File: src/rtl/bp_pkg.sv
// Shared branch-prediction types and constants, used by the BTB and by branch_unit.
package bp_pkg;

  localparam int DEF_INDEX_BITS = 4;
  localparam int DEF_PC_WIDTH   = 32;
  localparam int TAG_BITS       = DEF_PC_WIDTH - DEF_INDEX_BITS - 2;

  typedef struct packed {
    logic                    valid;
    logic [TAG_BITS-1:0]     tag;
    logic [DEF_PC_WIDTH-1:0] target;
    logic                    pred;
  } bp_entry_t;

  localparam logic [1:0] HP_MISS   = 2'b00;
  localparam logic [1:0] HP_HIT_NT = 2'b10;
  localparam logic [1:0] HP_HIT_T  = 2'b11;

endpackage

File: src/rtl/branch_pred_table_if.sv
// Fetch-side lookup, IF/ID copy and branch_unit update signals of the BTB.
interface branch_pred_table_if
  import bp_pkg::*;
#(
  parameter int PC_WIDTH = DEF_PC_WIDTH
);
  logic [PC_WIDTH-1:0] pc_if;
  logic                stall;
  logic                flush;
  logic [1:0]          Hp;
  logic [PC_WIDTH-1:0] pred_target;
  logic [1:0]          Hpd;
  logic [PC_WIDTH-1:0] pc_id;
  logic                Wrt;
  logic                Wrp;
  logic                upd_taken;
  logic [PC_WIDTH-1:0] upd_target;

  modport master (
    output pc_if, stall, flush, Wrt, Wrp, upd_taken, upd_target,
    input  Hp, pred_target, Hpd, pc_id
  );

  modport slave (
    input  pc_if, stall, flush, Wrt, Wrp, upd_taken, upd_target,
    output Hp, pred_target, Hpd, pc_id
  );
endinterface

File: src/rtl/bp_table_mem.sv
// BTB entry storage: async-reset registers, one combinational read port and
// one indexed write port with separate tag/target and prediction enables.
module bp_table_mem
  import bp_pkg::*;
#(
  parameter int INDEX_BITS = DEF_INDEX_BITS
) (
  input  logic                  clk,
  input  logic                  rst_n,
  input  logic [INDEX_BITS-1:0] rd_idx,
  output bp_entry_t             rd_entry,
  input  logic [INDEX_BITS-1:0] wr_idx,
  input  logic                  wr_tgt_en,
  input  logic                  wr_pred_en,
  input  logic [TAG_BITS-1:0]   wr_tag,
  input  logic [DEF_PC_WIDTH-1:0] wr_target,
  input  logic                  wr_pred
);
  localparam int DEPTH = 1 << INDEX_BITS;

  bp_entry_t entry_arr [DEPTH];

  genvar gi;
  generate
    for (gi = 0; gi < DEPTH; gi++) begin : g_entry
      bp_entry_t entry_reg;
      logic      sel;

      assign sel = (wr_idx == INDEX_BITS'(gi));

      always_ff @(posedge clk or negedge rst_n) begin
        if (!rst_n) begin
          entry_reg <= '0;
        end else if (sel) begin
          // Field enables are independent so a prediction-only write leaves valid alone.
          if (wr_tgt_en) begin
            entry_reg.valid  <= 1'b1;
            entry_reg.tag    <= wr_tag;
            entry_reg.target <= wr_target;
          end
          if (wr_pred_en) begin
            entry_reg.pred <= wr_pred;
          end
        end
      end

      assign entry_arr[gi] = entry_reg;
    end
  endgenerate

  assign rd_entry = entry_arr[rd_idx];

endmodule

File: src/rtl/branch_pred_table.sv
// Direct-mapped BTB with 1-bit prediction: IF lookup, IF/ID result register,
// and table updates addressed by the instruction currently in ID.
module branch_pred_table
  import bp_pkg::*;
#(
  parameter int INDEX_BITS = DEF_INDEX_BITS,
  parameter int PC_WIDTH   = DEF_PC_WIDTH
) (
  input  logic                clk,
  input  logic                rst_n,
  branch_pred_table_if.slave  bus
);
  localparam int TAG_W = PC_WIDTH - INDEX_BITS - 2;

  logic [INDEX_BITS-1:0] idx_if;
  logic [INDEX_BITS-1:0] idx_id;
  logic [TAG_W-1:0]      tag_if;
  logic [TAG_W-1:0]      tag_id;
  bp_entry_t             rd_entry;
  logic                  hit;
  logic [1:0]            hp_id_reg;
  logic [PC_WIDTH-1:0]   pc_id_reg;

  assign idx_if = bus.pc_if[INDEX_BITS+1:2];
  assign tag_if = bus.pc_if[PC_WIDTH-1:INDEX_BITS+2];
  assign idx_id = pc_id_reg[INDEX_BITS+1:2];
  assign tag_id = pc_id_reg[PC_WIDTH-1:INDEX_BITS+2];

  bp_table_mem #(
    .INDEX_BITS (INDEX_BITS)
  ) u_mem (
    .clk        (clk),
    .rst_n      (rst_n),
    .rd_idx     (idx_if),
    .rd_entry   (rd_entry),
    .wr_idx     (idx_id),
    .wr_tgt_en  (bus.Wrt),
    .wr_pred_en (bus.Wrp),
    .wr_tag     (tag_id),
    .wr_target  (bus.upd_target),
    .wr_pred    (bus.upd_taken)
  );

  // No write-to-read bypass: a lookup in the write cycle sees the old entry.
  assign hit             = rd_entry.valid && (rd_entry.tag == tag_if);
  assign bus.Hp          = !hit ? HP_MISS : (rd_entry.pred ? HP_HIT_T : HP_HIT_NT);
  assign bus.pred_target = hit ? rd_entry.target : '0;

  always_ff @(posedge clk or negedge rst_n) begin
    if (!rst_n) begin
      hp_id_reg <= HP_MISS;
      pc_id_reg <= '0;
    end else if (bus.flush) begin
      hp_id_reg <= HP_MISS;
      pc_id_reg <= '0;
    end else if (!bus.stall) begin
      hp_id_reg <= bus.Hp;
      pc_id_reg <= bus.pc_if;
    end
  end

  assign bus.Hpd   = hp_id_reg;
  assign bus.pc_id = pc_id_reg;

endmodule

File: src/flat_wrapper.sv
// flat-port wrapper written by rule: the top's interface ports become plain ports
module branch_pred_table_flat import bp_pkg::*;
#(
  parameter int INDEX_BITS = DEF_INDEX_BITS,
  parameter int PC_WIDTH   = DEF_PC_WIDTH
)
  (clk, rst_n, bus_pc_if, bus_stall, bus_flush, bus_Wrt, bus_Wrp, bus_upd_taken, bus_upd_target, bus_Hp, bus_pred_target, bus_Hpd, bus_pc_id);
  branch_pred_table_if #(.PC_WIDTH(PC_WIDTH)) bus_i ();
  input  logic clk;
  input  logic rst_n;
  input wire logic [$bits(bus_i.pc_if)-1:0] bus_pc_if;
  input wire logic [$bits(bus_i.stall)-1:0] bus_stall;
  input wire logic [$bits(bus_i.flush)-1:0] bus_flush;
  input wire logic [$bits(bus_i.Wrt)-1:0] bus_Wrt;
  input wire logic [$bits(bus_i.Wrp)-1:0] bus_Wrp;
  input wire logic [$bits(bus_i.upd_taken)-1:0] bus_upd_taken;
  input wire logic [$bits(bus_i.upd_target)-1:0] bus_upd_target;
  output wire logic [$bits(bus_i.Hp)-1:0] bus_Hp;
  output wire logic [$bits(bus_i.pred_target)-1:0] bus_pred_target;
  output wire logic [$bits(bus_i.Hpd)-1:0] bus_Hpd;
  output wire logic [$bits(bus_i.pc_id)-1:0] bus_pc_id;
  assign bus_i.pc_if = bus_pc_if;
  assign bus_i.stall = bus_stall;
  assign bus_i.flush = bus_flush;
  assign bus_i.Wrt = bus_Wrt;
  assign bus_i.Wrp = bus_Wrp;
  assign bus_i.upd_taken = bus_upd_taken;
  assign bus_i.upd_target = bus_upd_target;
  assign bus_Hp = bus_i.Hp;
  assign bus_pred_target = bus_i.pred_target;
  assign bus_Hpd = bus_i.Hpd;
  assign bus_pc_id = bus_i.pc_id;
  branch_pred_table #(.INDEX_BITS(INDEX_BITS), .PC_WIDTH(PC_WIDTH)) u_core (.clk(clk), .rst_n(rst_n), .bus(bus_i));
endmodule
File: config.mk
export PLATFORM = sky130hd
export DESIGN_NAME = branch_pred_table_flat
export DESIGN_NICKNAME = d
export VERILOG_FILES = /design/src/rtl/bp_pkg.sv /design/src/rtl/branch_pred_table_if.sv /design/src/rtl/bp_table_mem.sv /design/src/rtl/branch_pred_table.sv /design/src/flat_wrapper.sv
export SDC_FILE = /design/constraint.sdc
export NUM_CORES = 1
export LEC_CHECK = 0
export BUFFER_PORTS_ARGS = -buffer_cell sky130_fd_sc_hd__buf_2
export CAP_MARGIN = 20
export CORE_MARGIN = 5
export CORE_UTILIZATION = 56
export CTS_CLUSTER_SIZE = 28
export DETAILED_ROUTE_END_ITERATION = 16
export PLACE_DENSITY = 0.87
export SYNTH_ARGS = -nofsm -noshare
export SYNTH_HDL_FRONTEND = slang
export SYNTH_HIERARCHICAL = 1
export SYNTH_SLANG_ARGS = --single-unit
File: constraint.sdc
create_clock -name clk -period 2.8 [get_ports clk]
set_input_delay 0 -clock clk [delete_from_list [all_inputs] [get_ports clk]]
set_output_delay 0 -clock clk [all_outputs]
set_load 0.01 [all_outputs]
**After elaboration in Yosys (flattened, before gate mapping)**

Index checks and enable logic that the tools add are counted.

- Magnitude comparators: 1
- Equality and inequality tests: 17
- Mux-type cells: 10
- Bitwise logic cells: 1
- Reduce and logical (&&, ||, !) cells: 34

Operators with widths:

| operator | number |
|---|---|
| binary-select mux 60 bit (select 4 bit) | 1 |
| 2-to-1 mux 60 bit | 2 |
| 2-to-1 mux 32 bit | 3 |
| AND reduction 2 bit | 32 |
| equality test 4 bit, second input constant | 8 |
| equality test 26 bit | 1 |
| equality test 4 x 3 -> 1 bit, second input constant | 4 |
| equality test 4 x 2 -> 1 bit, second input constant | 2 |
| 2-to-1 mux 2 bit | 3 |
| greater-or-equal comparator 5 bit, second input constant | 1 |
| inverter 4 -> 5 bit | 1 |
| equality test 4 x 1 -> 1 bit, second input constant | 1 |
| logical NOT 4 bit | 1 |
| != test 2 x 1 -> 1 bit, second input constant | 1 |
| logical AND 1 bit | 1 |
| 2-to-1 mux 1 bit | 1 |

- Flip-flop bits (word level): 994
- Bits of input ports: 71
- Output and inout bits: 68
- Logic and storage cells: 129

**Logic depth before layout (Yosys ltp)**

- Depth after elaboration: 9
- Depth in mapped cells: 12
- Gate-level depth less buffers: 8

**By module**

Netlist, hierarchy kept.

By module, submodules not included:

| module | instances | cells each | area an instance (sq um) | seq. area each (sq um) |
|---|---|---|---|---|
| bp_table_mem | 1 | 2629 | 42612.1 | 24023.0 |
| branch_pred_table | 1 | 186 | 1891.8 | 850.8 |

**Worst setup path after synthesis**

Ideal clock, no wire load.

- Kind: input-to-reg
- Start point: in bus_pc_if[2]
- End point: reg u_core.hp_id_reg[1] (netlist: u_core/bus.Hpd[1])
- Library setup time: 78 ps
- Arrival time: 2822 ps
- Required time: 2722 ps
- Path slack: -99 ps
- Stages: 11
- Path buffers: 3
- Cell sequence: clkbuf_1 buf_2 buf_2 mux4_2 a22oi_1 nand2_1 xnor2_1 nand4_1 or4_4 or4_1 a21oi_1

RTL lines:

| item | line | source |
|---|---|---|
| from (decl) | flat_wrapper.sv:11 | `input wire logic [$bits(bus_i.pc_if)-1:0] bus_pc_if;` |
| to (signal assigned) | branch_pred_table.sv:57 | `hp_id_reg <= bus.Hp;` |
| to (decl) | branch_pred_table.sv:21 | `logic [1:0] hp_id_reg;` |

==> flow_metrics.py <==
metrics = {
    "outcome": {
        "status": "finished, violations left",
        "failed_checks": "negative setup slack",
    },
    "critical_path": {
        "cp_common_cell": "buf_12",
        "cp.arrival_ns": 3.79,
        "crit_chain": "mux4_2, a22oi_2, nand2_1, xnor2_1, buf_4, nand4_1, or4_4, nor3_4, buf_12, buf_12, buf_16, and2_1, buf_2",
        "end_kind": "output port",
        "criticalPathCategory": "flop to output port",
        "slowest_stage": "or4_4",
        "cp_top_family": "simple AND/OR/NAND/NOR gates",
        "path_buf_inv": 5,
        "reg2reg_slack_ns": -0.43,
        "startpoint_type": "flop",
        "cp.required_ns": 2.80,
        "cp_max_fo": 6,
        "critPathMaxStageDelay_ns": 0.59,
    },
    "sta": {
        "fin_skew_ns": 0.0341,
        "hold_slack_ns": 0.0954,
        "slew_headroom": 0.233,
        "fin_crit_ns": 3.79,
        "rsz0062_at_grt": "yes",
        "tightest_slew_ns": 1.15,
        "hold_viol_final": 0,
        "setup_slack_ns": -0.990,
        "fin_crit_sh": 1.35,
        "maxSlewViolCount": 0,
        "fin_setup_tns_ns": -32.73,
        "max_freq_mhz": 264,
        "setup_violations": 36,
    },
    "clocking": {
        "cts_buffers": 99,
        "clkTransAtPathRegs_ns": 0.07,
        "clk_latency_ns": 0.69,
        "clock_sinks": 994,
        "h-tree-depth": 3,
        "clockRootBuffer": "clkbuf_16",
        "cts_tree": "done",
        "cts_buffer_depth": 3,
    },
    "place": {
        "dp.cells": 3892,
        "hpwlAfterDp_um": 67400,
        "placed_cell_area_sq_mm": 0.0472,
        "io_buffer_count": 138,
        "place_congestion": 0.849,
    },
    "run": {
        "drv_cap": 0,
    },
    "cells_and_area": {
        "largest_reg_flops": 960,
        "drive_above_1_share": 0.551,
        "area_delta_synth_final_pct": 16.8,
        "instances_no_fill": 4158,
        "nNetsFinal": 3093,
        "design_area_sq_mm": 0.0520,
    },
    "detailed_routing": {
        "finalWirelength_um": 119000,
        "final_antenna_net_count": 0,
        "drt-pass1-iter-count": 5,
        "route.detailed.drc": 0,
        "post_drt_wl_per_cell_um": 28.6,
        "via_count": 27000,
        "routed_via_density": 6.50,
        "drt-initial-drc-count": 2438,
    },
    "pwr": {
        "powerDensity_mw_per_mm2": 703,
        "p_total_w": 0.0365,
        "vdd_ir_drop_max_mv": 0.485,
        "leakagePower_nw": 24.2,
    },
    "yosys": {
        "syn_area_sq_mm": 0.0445,
        "synthArstFlopShare": 1.00,
        "netlist_instances": 2815,
        "synth-edff-count": 0,
        "synth_area_per_cell_sq_um": 15.8,
        "synth_seq_cells": 994,
        "synth-seq-area-share": 0.559,
        "synth-main-ff-cell": "dfrtp_1",
        "netlist_top_cells_count": "dfrtp_1, mux2_2, mux4_2",
        "synthMostInstantiatedCell": "dfrtp_1",
        "synth_area_leader_cell": "dfrtp_1",
        "synth_top_area_share": 0.559,
        "syn-num-nets": 2886,
        "synth_cell_type_count": 33,
        "yosys-top-cells-area": "dfrtp_1, mux2_2, mux4_2, a22oi_1, buf_2",
        "yosys_warnings": 6,
    },
    "grt": {
        "track_usage": 0.278,
        "grt_pass1_wl_um": 183000,
        "grt_pass1_vias": 29500,
        "grt_overflow": 0,
        "grt_max_degree": 126,
        "antenna_found_initial": 4,
    },
    "die": {
        "row_count": 103,
        "core_area_sq_mm": 0.0789,
        "die_w_um": 292,
        "start_util": 0.564,
        "fp.dieH_um": 292,
        "pin_count": 139,
        "dieArea_sq_mm": 0.0852,
    },
    "min_path": {
        "hold_path.class": "input pin to flop",
    },
}
## worst reg2reg max path, cell delays in order (launching register included)
cell     delay [ns]
dfrtp_1        0.39
mux4_2         0.49
a22oi_2        0.19
nand2_1        0.09
xnor2_1        0.17
buf_4          0.16
nand4_1        0.11
or4_4          0.59
nor3_4         0.22
buf_12         0.14
buf_12         0.14
buf_16         0.16
buf_6          0.11
buf_6          0.09
a31o_4         0.14
## logic make-up after synthesis
kind of cell           share of synthesized area
AND/OR/NAND/NOR                           0.0225
buffers and inverters                     0.0254
AO/OA/AOI/OAI                             0.0206
multiplexers                               0.368
XOR/XNOR                                 0.00512
flip-flops                                 0.559
## per-layer routing
metal	track usage	vias to the layer above	wire, um
met5	0	-	25
met3	0.0671	309	11000
met1	0.391	14500	47000
li1	-	10800	-
met4	0.0884	4	4050
met2	0.437	1379	56600
## final timing paths
kind | from | end | cells past startpoint
worst min-delay path | bus_pc_if[3] | u_core/bus.pc_id[3] | 5
max in group asynchronous | rst_n | u_core/u_mem/entry_arr[494] | 3
worst min register to register | u_core/u_mem/entry_arr[179] | u_core/u_mem/entry_arr[179] | 1
worst max register to register | u_core/u_mem/entry_arr[278] | u_core/bus.Hpd[0] | 14
worst max-delay path | u_core/u_mem/entry_arr[278] | bus_pred_target[13] | 13
min in group asynchronous | rst_n | u_core/u_mem/entry_arr[938] | 3
## power breakdown
| group | internal, W | leakage (nW) | total [W] | switching [W] |
|---|---|---|---|---|
| clock network | 0.00819 | 1.71 | 0.0140 | 0.00584 |
| registers | 0.0164 | 13.2 | 0.0175 | 0.00119 |
| logic | 0.00291 | 9.32 | 0.00495 | 0.00204 |
| total | 0.0274 | 24.2 | 0.0365 | 0.00907 |
## metrics by stage
stage	setup slack [ns]	utilization
after floorplan	0.00236	-
after global placement	-0.505	0.599
after detailed placement	-0.590	0.599
after CTS	-0.976	0.657
after global routing	-1.11	0.659
final	-0.990	0.659
## cell type report
class	count	area, sq um
timing repair buffer	356	3470
sequential	994	24900
clock inverter	41	604
multi-input combinational	1571	18800
antenna	2	5.00
tap	1050	1310
fill	4985	26900
clock buffer	144	2900
## layout by cell type, fill, tap and decap left out, types with 5 or more instances in the layout
master / n
buf_16: 5
and2_1: 8
buf_6: 28
nor2_1: 47
mux4_2: 240
xnor2_2: 5
nor2_4: 13
bufinv_16: 10
xnor2_1: 13
dlygate4sd3_1: 69
and2_4: 26
clkbuf_16: 99
dfrtp_1: 994
nand2b_1: 5
buf_12: 53
buf_2: 110
mux2i_1: 32
nand2_1: 65
mux2_2: 940
clkinv_2: 17
clkbuf_8: 25
xor2_1: 8
a22oi_1: 111
buf_4: 87
clkbuf_1: 20
a22oi_2: 9
or2_2: 13
## what timing repair did
item                                     CTS  global route
endpoints found under the setup margin    36            36
cloned                                     3             0
buffers inserted                           4             3
gates resized for setup                   46            32
endpoints found under the hold margin   1313             0
pin swaps                                 32             7
hold buffers                              70             0
Power figures use the tool's default switching activity.
